$ cat src/rtl/sdp_y_cfg_triosy_src_pkg.sv
// SDP Y-core shared definitions: FSM states and config bundle layout.
// Register file and HLS core both pack/unpack config through these offsets.
package sdp_y_cfg_triosy_src_pkg;

  localparam int CFG_W_DEF = 32;
  localparam int CNT_W_DEF = 8;

  localparam int ALU_SRC_LSB = 0;
  localparam int ALU_SRC_W   = 2;
  localparam int ALGO_LSB    = 2;
  localparam int ALGO_W      = 2;
  localparam int OP_LSB      = 4;
  localparam int OP_W        = 16;
  localparam int SHIFT_LSB   = 20;
  localparam int SHIFT_W     = 6;

  typedef enum logic {
    ST_IDLE   = 1'b0,
    ST_ACTIVE = 1'b1
  } state_e;

  function automatic logic [CFG_W_DEF-1:0] pack_cfg(
    input logic [ALU_SRC_W-1:0] alu_src,
    input logic [ALGO_W-1:0]    algo,
    input logic [OP_W-1:0]      op,
    input logic [SHIFT_W-1:0]   shift
  );
    logic [CFG_W_DEF-1:0] c;
    c = '0;
    c[ALU_SRC_LSB +: ALU_SRC_W] = alu_src;
    c[ALGO_LSB +: ALGO_W]       = algo;
    c[OP_LSB +: OP_W]           = op;
    c[SHIFT_LSB +: SHIFT_W]     = shift;
    return c;
  endfunction

endpackage

$ cat src/rtl/sdp_y_cfg_dbuf.sv
// Active/shadow config register pair.
// load_act and swap never coincide with load_shd from the controlling FSM.
module sdp_y_cfg_dbuf #(
  parameter int W = 32
) (
  input  logic         nvdla_core_clk,
  input  logic         nvdla_core_rstn,
  input  logic         i_load_act,
  input  logic         i_load_shd,
  input  logic         i_swap,
  input  logic [W-1:0] i_cfg,
  output logic [W-1:0] o_act,
  output logic [W-1:0] o_shd,
  output logic         o_shd_vld
);

  logic [W-1:0] r_act;
  logic [W-1:0] r_shd;
  logic         r_shd_vld;

  always_ff @(posedge nvdla_core_clk or negedge nvdla_core_rstn) begin
    if (!nvdla_core_rstn) begin
      r_act     <= '0;
      r_shd     <= '0;
      r_shd_vld <= 1'b0;
    end else begin
      if (i_load_act)
        r_act <= i_cfg;
      else if (i_swap)
        r_act <= r_shd;
      if (i_load_shd) begin
        r_shd     <= i_cfg;
        r_shd_vld <= 1'b1;
      end else if (i_swap) begin
        r_shd_vld <= 1'b0;
      end
    end
  end

  assign o_act     = r_act;
  assign o_shd     = r_shd;
  assign o_shd_vld = r_shd_vld;

endmodule

$ cat src/rtl/sdp_y_cfg_triosy_src.sv
// Producer end of the SDP Y-core config trio-sync handshake.
// Holds a double-buffered config bundle until the core's triosy pulse.
module sdp_y_cfg_triosy_src
  import sdp_y_cfg_triosy_src_pkg::*;
#(
  parameter int CFG_W = CFG_W_DEF,
  parameter int CNT_W = CNT_W_DEF
) (
  input  logic             nvdla_core_clk,
  input  logic             nvdla_core_rstn,
  input  logic             reg_op_en,
  input  logic [CFG_W-1:0] reg_cfg,
  output logic             reg_accept,
  output logic [CFG_W-1:0] core_cfg_dat,
  output logic             core_cfg_vz,
  input  logic             core_triosy_lz,
  output logic             layer_done,
  output logic [CNT_W-1:0] layer_cnt,
  output logic             busy,
  output logic             err_ovf,
  output logic             err_lz,
  input  logic             err_clr
);

  state_e r_state;
  state_e w_nxt;

  logic             w_load_act;
  logic             w_load_shd;
  logic             w_swap;
  logic             w_shd_vld;
  logic [CFG_W-1:0] w_act;
  logic [CFG_W-1:0] w_shd;
  logic             w_active;
  logic             w_lz_ok;
  logic             w_ovf_set;
  logic             w_lz_set;

  logic             r_done;
  logic [CNT_W-1:0] r_cnt;
  logic             r_err_ovf;
  logic             r_err_lz;

  assign w_active  = (r_state == ST_ACTIVE);
  assign w_lz_ok   = core_triosy_lz & w_active;
  assign w_ovf_set = reg_op_en & w_shd_vld;
  assign w_lz_set  = core_triosy_lz & ~w_active;

  always_ff @(posedge nvdla_core_clk or negedge nvdla_core_rstn) begin
    if (!nvdla_core_rstn)
      r_state <= ST_IDLE;
    else
      r_state <= w_nxt;
  end

  always_comb begin
    w_nxt      = r_state;
    w_load_act = 1'b0;
    w_load_shd = 1'b0;
    w_swap     = 1'b0;
    unique case (r_state)
      ST_IDLE: begin
        if (reg_op_en) begin
          w_load_act = 1'b1;
          w_nxt      = ST_ACTIVE;
        end
      end
      ST_ACTIVE: begin
        // Retire first; a full shadow forces the same-cycle op to be dropped.
        if (core_triosy_lz) begin
          if (w_shd_vld)
            w_swap = 1'b1;
          else if (reg_op_en)
            w_load_act = 1'b1;
          else
            w_nxt = ST_IDLE;
        end else if (reg_op_en && !w_shd_vld) begin
          w_load_shd = 1'b1;
        end
      end
      default: w_nxt = ST_IDLE;
    endcase
  end

  sdp_y_cfg_dbuf #(
    .W (CFG_W)
  ) u_dbuf (
    .nvdla_core_clk  (nvdla_core_clk),
    .nvdla_core_rstn (nvdla_core_rstn),
    .i_load_act      (w_load_act),
    .i_load_shd      (w_load_shd),
    .i_swap          (w_swap),
    .i_cfg           (reg_cfg),
    .o_act           (w_act),
    .o_shd           (w_shd),
    .o_shd_vld       (w_shd_vld)
  );

  always_ff @(posedge nvdla_core_clk or negedge nvdla_core_rstn) begin
    if (!nvdla_core_rstn) begin
      r_done    <= 1'b0;
      r_cnt     <= '0;
      r_err_ovf <= 1'b0;
      r_err_lz  <= 1'b0;
    end else begin
      r_done    <= w_lz_ok;
      if (w_lz_ok)
        r_cnt <= r_cnt + CNT_W'(1);
      r_err_ovf <= w_ovf_set | (r_err_ovf & ~err_clr);
      r_err_lz  <= w_lz_set | (r_err_lz & ~err_clr);
    end
  end

  logic w_shd_unused;
  assign w_shd_unused = ^w_shd;

  assign reg_accept   = ~w_shd_vld;
  assign core_cfg_vz  = w_active;
  assign core_cfg_dat = w_act;
  assign layer_done   = r_done;
  assign layer_cnt    = r_cnt;
  assign busy         = w_active | w_shd_vld;
  assign err_ovf      = r_err_ovf;
  assign err_lz       = r_err_lz;

endmodule

$ cat config.mk
export PLATFORM = sky130hd
export DESIGN_NAME = sdp_y_cfg_triosy_src
export DESIGN_NICKNAME = d
export VERILOG_FILES = /design/src/rtl/sdp_y_cfg_triosy_src_pkg.sv /design/src/rtl/sdp_y_cfg_dbuf.sv /design/src/rtl/sdp_y_cfg_triosy_src.sv
export SDC_FILE = /design/constraint.sdc
export NUM_CORES = 1
export LEC_CHECK = 0
export BUFFER_PORTS_ARGS = -buffer_cell sky130_fd_sc_hd__buf_4
export CAP_MARGIN = 20
export CORE_ASPECT_RATIO = 0.6
export CORE_MARGIN = 1.5
export CORE_UTILIZATION = 30
export CTS_CLUSTER_DIAMETER = 30
export CTS_CLUSTER_SIZE = 16
export DETAILED_ROUTE_END_ITERATION = 6
export MAX_ROUTING_LAYER = met4
export PLACE_DENSITY_LB_ADDON = 0.25
export RECOVER_POWER = 25
export SETUP_SLACK_MARGIN = 0.2
export SLEW_MARGIN = 20
export SYNTH_ARGS = -nofsm -noshare
export SYNTH_HDL_FRONTEND = slang
export SYNTH_SLANG_ARGS = --single-unit
export TNS_END_PERCENT = 50
$ cat constraint.sdc
create_clock -name nvdla_core_clk -period 1.29 [get_ports nvdla_core_clk]
set_input_delay 0.0645 -clock nvdla_core_clk [delete_from_list [all_inputs] [get_ports nvdla_core_clk]]
set_output_delay 0.0645 -clock nvdla_core_clk [all_outputs]
set_load 0.05 [all_outputs]
Word-level counts from Yosys, hierarchy flattened --
Cells that the tools add are included.
Word-level totals: flip-flop bits (word level) 77, bits of input ports 37
Cells by class: reduce and logical (&&, ||, !) cells 4, $add $sub $neg 1, muxes and demuxes 17, bitwise logic cells 11
Operators with widths (number):
- 32-bit two-way mux | 2
- 1-bit two-way mux | 13
- 8-bit by 1-bit adder with 8-bit output, second input constant | 1
- 1-bit AND | 5
- 1-bit one-hot mux with 2 select lines | 2
- 2-bit nonzero test | 2
- 1-bit NOT | 3
- 1-bit bitwise OR | 3
- 1-bit logical AND | 1
- 1-bit logical NOT | 1

Longest topological paths before layout --
word-level depth 6, depth in mapped cells 4, depth with buffers taken out 3

Modules after synthesis --
A second synthesis with hierarchy kept.
Unflattened totals: cell total of the unflattened synthesis 255, area total of the unflattened synthesis 3442.1 um^2
Modules (own cells, without submodules):
- sdp_y_cfg_dbuf | sequential area each 1626.6 um^2, cells each 210, area an instance 2892.8 um^2, instances 1
- sdp_y_cfg_triosy_src | sequential area each 300.3 um^2, cells each 45, area an instance 549.3 um^2, instances 1

Least setup slack after synthesis --
Ideal clock, no wire load.
path type reg2reg, start reg r_state (netlist: core_cfg_vz), end reg u_dbuf.r_shd[10] (netlist: u_dbuf.o_shd[10]), slack -0.494 ns, setup time 0.125 ns, arrival 1.659 ns, required time 1.165 ns, stages on the path, launching flop included 5, cell sequence dfrtp_1 -> nand2_1 -> nor3_4 -> buf_6 -> mux2_2
Between the ends: cells in the longest elaborated chain, start to end 1
RTL lines:
- start: declaration | RTL line sdp_y_cfg_triosy_src.sv:25 | state_e r_state;
- start signal: assignment | RTL line sdp_y_cfg_triosy_src.sv:53 | r_state <= w_nxt;
- 1-bit two-way mux | RTL line sdp_y_cfg_triosy_src.sv:61 | unique case (r_state)
- end signal: assignment | RTL line sdp_y_cfg_dbuf.sv:32 | r_shd <= i_cfg;
- end: declaration | RTL line sdp_y_cfg_dbuf.sv:18 | logic [W-1:0] r_shd;
No other way between the ends. A chain may end at the register's enable or synchronous reset.

Final worst setup path --
start reg r_state (netlist: core_cfg_vz), end reg u_dbuf.r_act[31] (netlist: u_dbuf.o_act[31])
Between the ends: cells in the longest elaborated chain, start to end 3
RTL lines:
- 1-bit NOT
- 1-bit one-hot mux with 2 select lines | RTL line sdp_y_cfg_triosy_src.sv:61
- 32-bit two-way mux or 2-bit nonzero test (tied branches)
- end signal: assignment | RTL line sdp_y_cfg_dbuf.sv:28 | r_act <= i_cfg;
- end signal: assignment | RTL line sdp_y_cfg_dbuf.sv:30 | r_act <= r_shd;
- end: declaration | RTL line sdp_y_cfg_dbuf.sv:17 | logic [W-1:0] r_act;
Several ways; a longest one is shown, not always the timed one.

==> summary.md <==
| Metric | Value |
|---|---|
| Slowest stage delay, CP | 0.49 ns |
| Post-Place Worst Slack | -0.414 ns |
| Area Growth Syn to Fin | 57.9% |
| Fmax | about 670 MHz |
| Ant diodes | 0 |
| Root buffer cell | clkbuf_16 |
| Status | complete, but fails checks |
| Slew Limit Fails | 0 |
| RSZ-0062 raised after global routing | true |
| WP data required | about 1.5 ns |
| Critical path fanouts, max | 13 |
| Yosys warning count | 0 |
| WL final | 7750 µm |
| TritonCTS clock tree | yes |
| First-pass GRT wire length | 12100 µm |
| Cell count after synthesis | roughly 220 |
| Initial antenna violation count | 0 |
| Period utilization | 116% |
| Die width | about 140 µm |
| Fin. Hold Viols | 0 |
| Switch Pwr | 3430 µW |
| Largest net degree at the start of global routing | 38 |
| Yosys top cell area share | between 60% and 70% |
| Htree depth | 3 |
| Vias per inst | approximately 4.6 |
| Num CTS Buffers | 9 |
| CP bufs+invs | 2 |
| Clk pwr share | roughly 28% |
| Synth Register Bits | 77 |
| Initial core utilization | between 30% and 40% |
| Worst hold path class | in -> reg |
| Critical path type | reg -> reg |
| Worst setup SP type | register |
| Gp weighted congestion | roughly 0.73 |
| Iter 0 DRT Violations | 132 |
| Post-route design area | 5000 µm² |
| Final hold slack | 0.0277 ns |
| Routed wire per std cell | 15.4 µm |
| Failing checks | negative setup slack |
| Vias in the first global route | 2274 |
| Peak supply drop | approximately 1.5 mV |
| Pwr Density | 1970 nW/µm² |
| Worst-Margin Slew | around 0.70 ns |
| Final net count | roughly 400 |
| Post-Syn Area | around 3200 µm² |
| Net Sw Frac | 34.8% |
| Logic pwr share | between 30% and 40% |
| Final setup vio count | 67 |
| Synth area leaders | dfrtp_1 (61%), o221a_2 (11%), mux2_2 (11%) |
| Placement Cell Area | 4090 µm² |
| Ports | 83 |
| Sequential power share | 36.0% |
| Fin crit period | between 1 and 1.5 ns |
| Die height | roughly 83 µm |
| CP Capture Type | register |
| Clk sinks | 77 |
| Core Area | approximately 10000 µm² |
| Worst path most repeated cell | a21oi_4 |
| Lkg Pwr | between 0.002 and 0.0025 µW |
| Max-Cap Viols | 0 |
| GRT Total Usage | 15.2% |
| Avg Cell Area, Syn | 14.3 µm² |
| Clock tree buffer depth | 2 |
| Synth area leader | dfrtp_1 |
| P_int | between 6000 and 7000 µW |
| DP HPWL | approximately 4800 µm |
| DRC violations left | 0 |
| Critical-path top delay cell | dfrtp_4 |
| CP cell instances | buf_6, a21oi_4, a21oi_4, buf_12, o221a_2 |
| Worst-path clk slew | about 0.060 ns |
| Distinct cells, synth | 25 |
| Rows | 28 |
| Net count after synthesis | 260 |
| Total negative slack | -9.55 ns |
| Latest clock arrival within the worst-skew pair | between 0.3 and 0.4 ns |
| Crit-path leading delay family | compound AO/OA/AOI/OAI gates |
| Arr. time, crit path | 1.71 ns |
| Slew HR | a little over half |
| # port buffers | 82 |
| Vias | between 2000 and 2500 |
| Pwr Total | ~10000 µW |
| DRT antenna net count | 0 |
| Skew final | 0.00510 ns |
| Sequential-to-total area share from yosys stat | between 60% and 70% |
| Grt ovf | 0 |
| Final worst setup slack | -0.203 ns |
| Share of post-route cells with drive strength above 1 | between 60% and 70% |
| Die Area | 11200 µm² |
| DR pass1 iterations | 4 |
-- cell usage in the layout, fill, tap and decap left out, types with 2 or more instances in the layout --
cell	instances
dfrtp_1	73
mux2_2	29
clkbuf_8	2
buf_12	5
o221a_2	27
and3_1	2
inv_1	3
buf_4	88
clkinv_2	2
o221a_4	5
inv_2	2
clkbuf_1	2
dlygate4sd3_1	34
nand2_1	4
mux2_4	4
buf_6	13
nand4_1	4
xnor2_1	6
dfrtp_2	3
a21oi_4	3
bufinv_16	2
or2_2	32
clkbuf_16	10
-- power by group through the flow --
stage / combinational (µW) / sequential (µW) / clock [µW]
after floorplan: 981 / 4770 / 0
after global placement: 3270 / 3540 / 0
after detailed placement: 3310 / 3560 / 0
after CTS: 3530 / 3520 / 2790
after global routing: 3760 / 3640 / 2920
final: 3570 / 3540 / 2720
-- cell families (layout without fill, tap and decap cells) --
group           after synthesis  in the layout  synth area share, %
simple gates                 47             47                 9.16
xor+xnor                      7              7                 1.94
fa+ha+maj                     1              1                0.395
buf+inv                      18            164                 3.12
flops                        77             77                 60.8
compound gates               39             40                 12.8
mux                          33             33                 11.7
-- layer usage --
| metal | share of wire [%] | global-route usage [%] | up-vias |
|---|---|---|---|
| li1 | - | - | 1100 |
| met1 | 52 | 21.0 | 1126 |
| met2 | 42 | 21.3 | 62 |
| met3 | 5.0 | 4.58 | 7 |
| met4 | 1.0 | 5.16 | 0 |
| met5 | 0 | - | - |
-- sequential cells by signal (all words and copies together), names as in the netlist --
| name | flops |
|---|---|
| layer_cnt | 8 |
| err_lz | 1 |
| u_dbuf.o_shd | 32 |
| core_cfg_vz | 1 |
| layer_done | 1 |
| u_dbuf.o_shd_vld | 1 |
| err_ovf | 1 |
| u_dbuf.o_act | 32 |
-- synthesized netlist by cell type (all sizes together) --
master,count
nand2,5
dfrtp,77
and3,2
o221a,32
a21oi,3
nand3,1
nor2b,1
o21bai,1
and2,1
o21ai,2
xnor2,6
o22ai,1
nor3,1
buf,10
clkbuf,3
inv,5
ha,1
or2,32
mux2,33
nand4,4
xor2,1
-- stage by stage --
stage / cells / utilization, %
after CTS: 503 / 48.9
after global placement: 443 / 40.6
after global routing: 504 / 49.7
after floorplan: 222 / -
final: 504 / 49.7
after detailed placement: 443 / 40.6
-- final timing paths --
path                                      start                to  slack (ns)  depth (start not counted)
max in group asynchronous       nvdla_core_rstn  u_dbuf.o_act[18]        0.14                          3
worst min register to register     layer_cnt[7]      layer_cnt[7]        0.48                          1
worst max-delay path                core_cfg_vz  u_dbuf.o_act[31]       -0.20                          5
min in group asynchronous       nvdla_core_rstn   u_dbuf.o_act[3]        0.30                          2
worst max register to register      core_cfg_vz  u_dbuf.o_act[31]       -0.20                          5
worst min-delay path                  reg_op_en       core_cfg_vz        0.03                          2
-- what timing repair did --
item	CTS	global route
endpoints found under the setup margin	78	80
cloned	2	1
gates resized for setup	19	13
hold endpoints to repair	114	0
pin swaps	3	7
hold buffers	34	0
buffers inserted	8	0
-- cell type report --
cell class | instances | area (µm²)
repair buffers | 143 | 1300
multi-input cells | 128 | 1250
fillers | 888 | 5050
inverters | 5 | 18.8
clock buffers | 12 | 256
clock inverters | 4 | 70.1
flip-flops and latches | 77 | 1930
well taps | 135 | 169
Power figures use the tool's default switching activity.
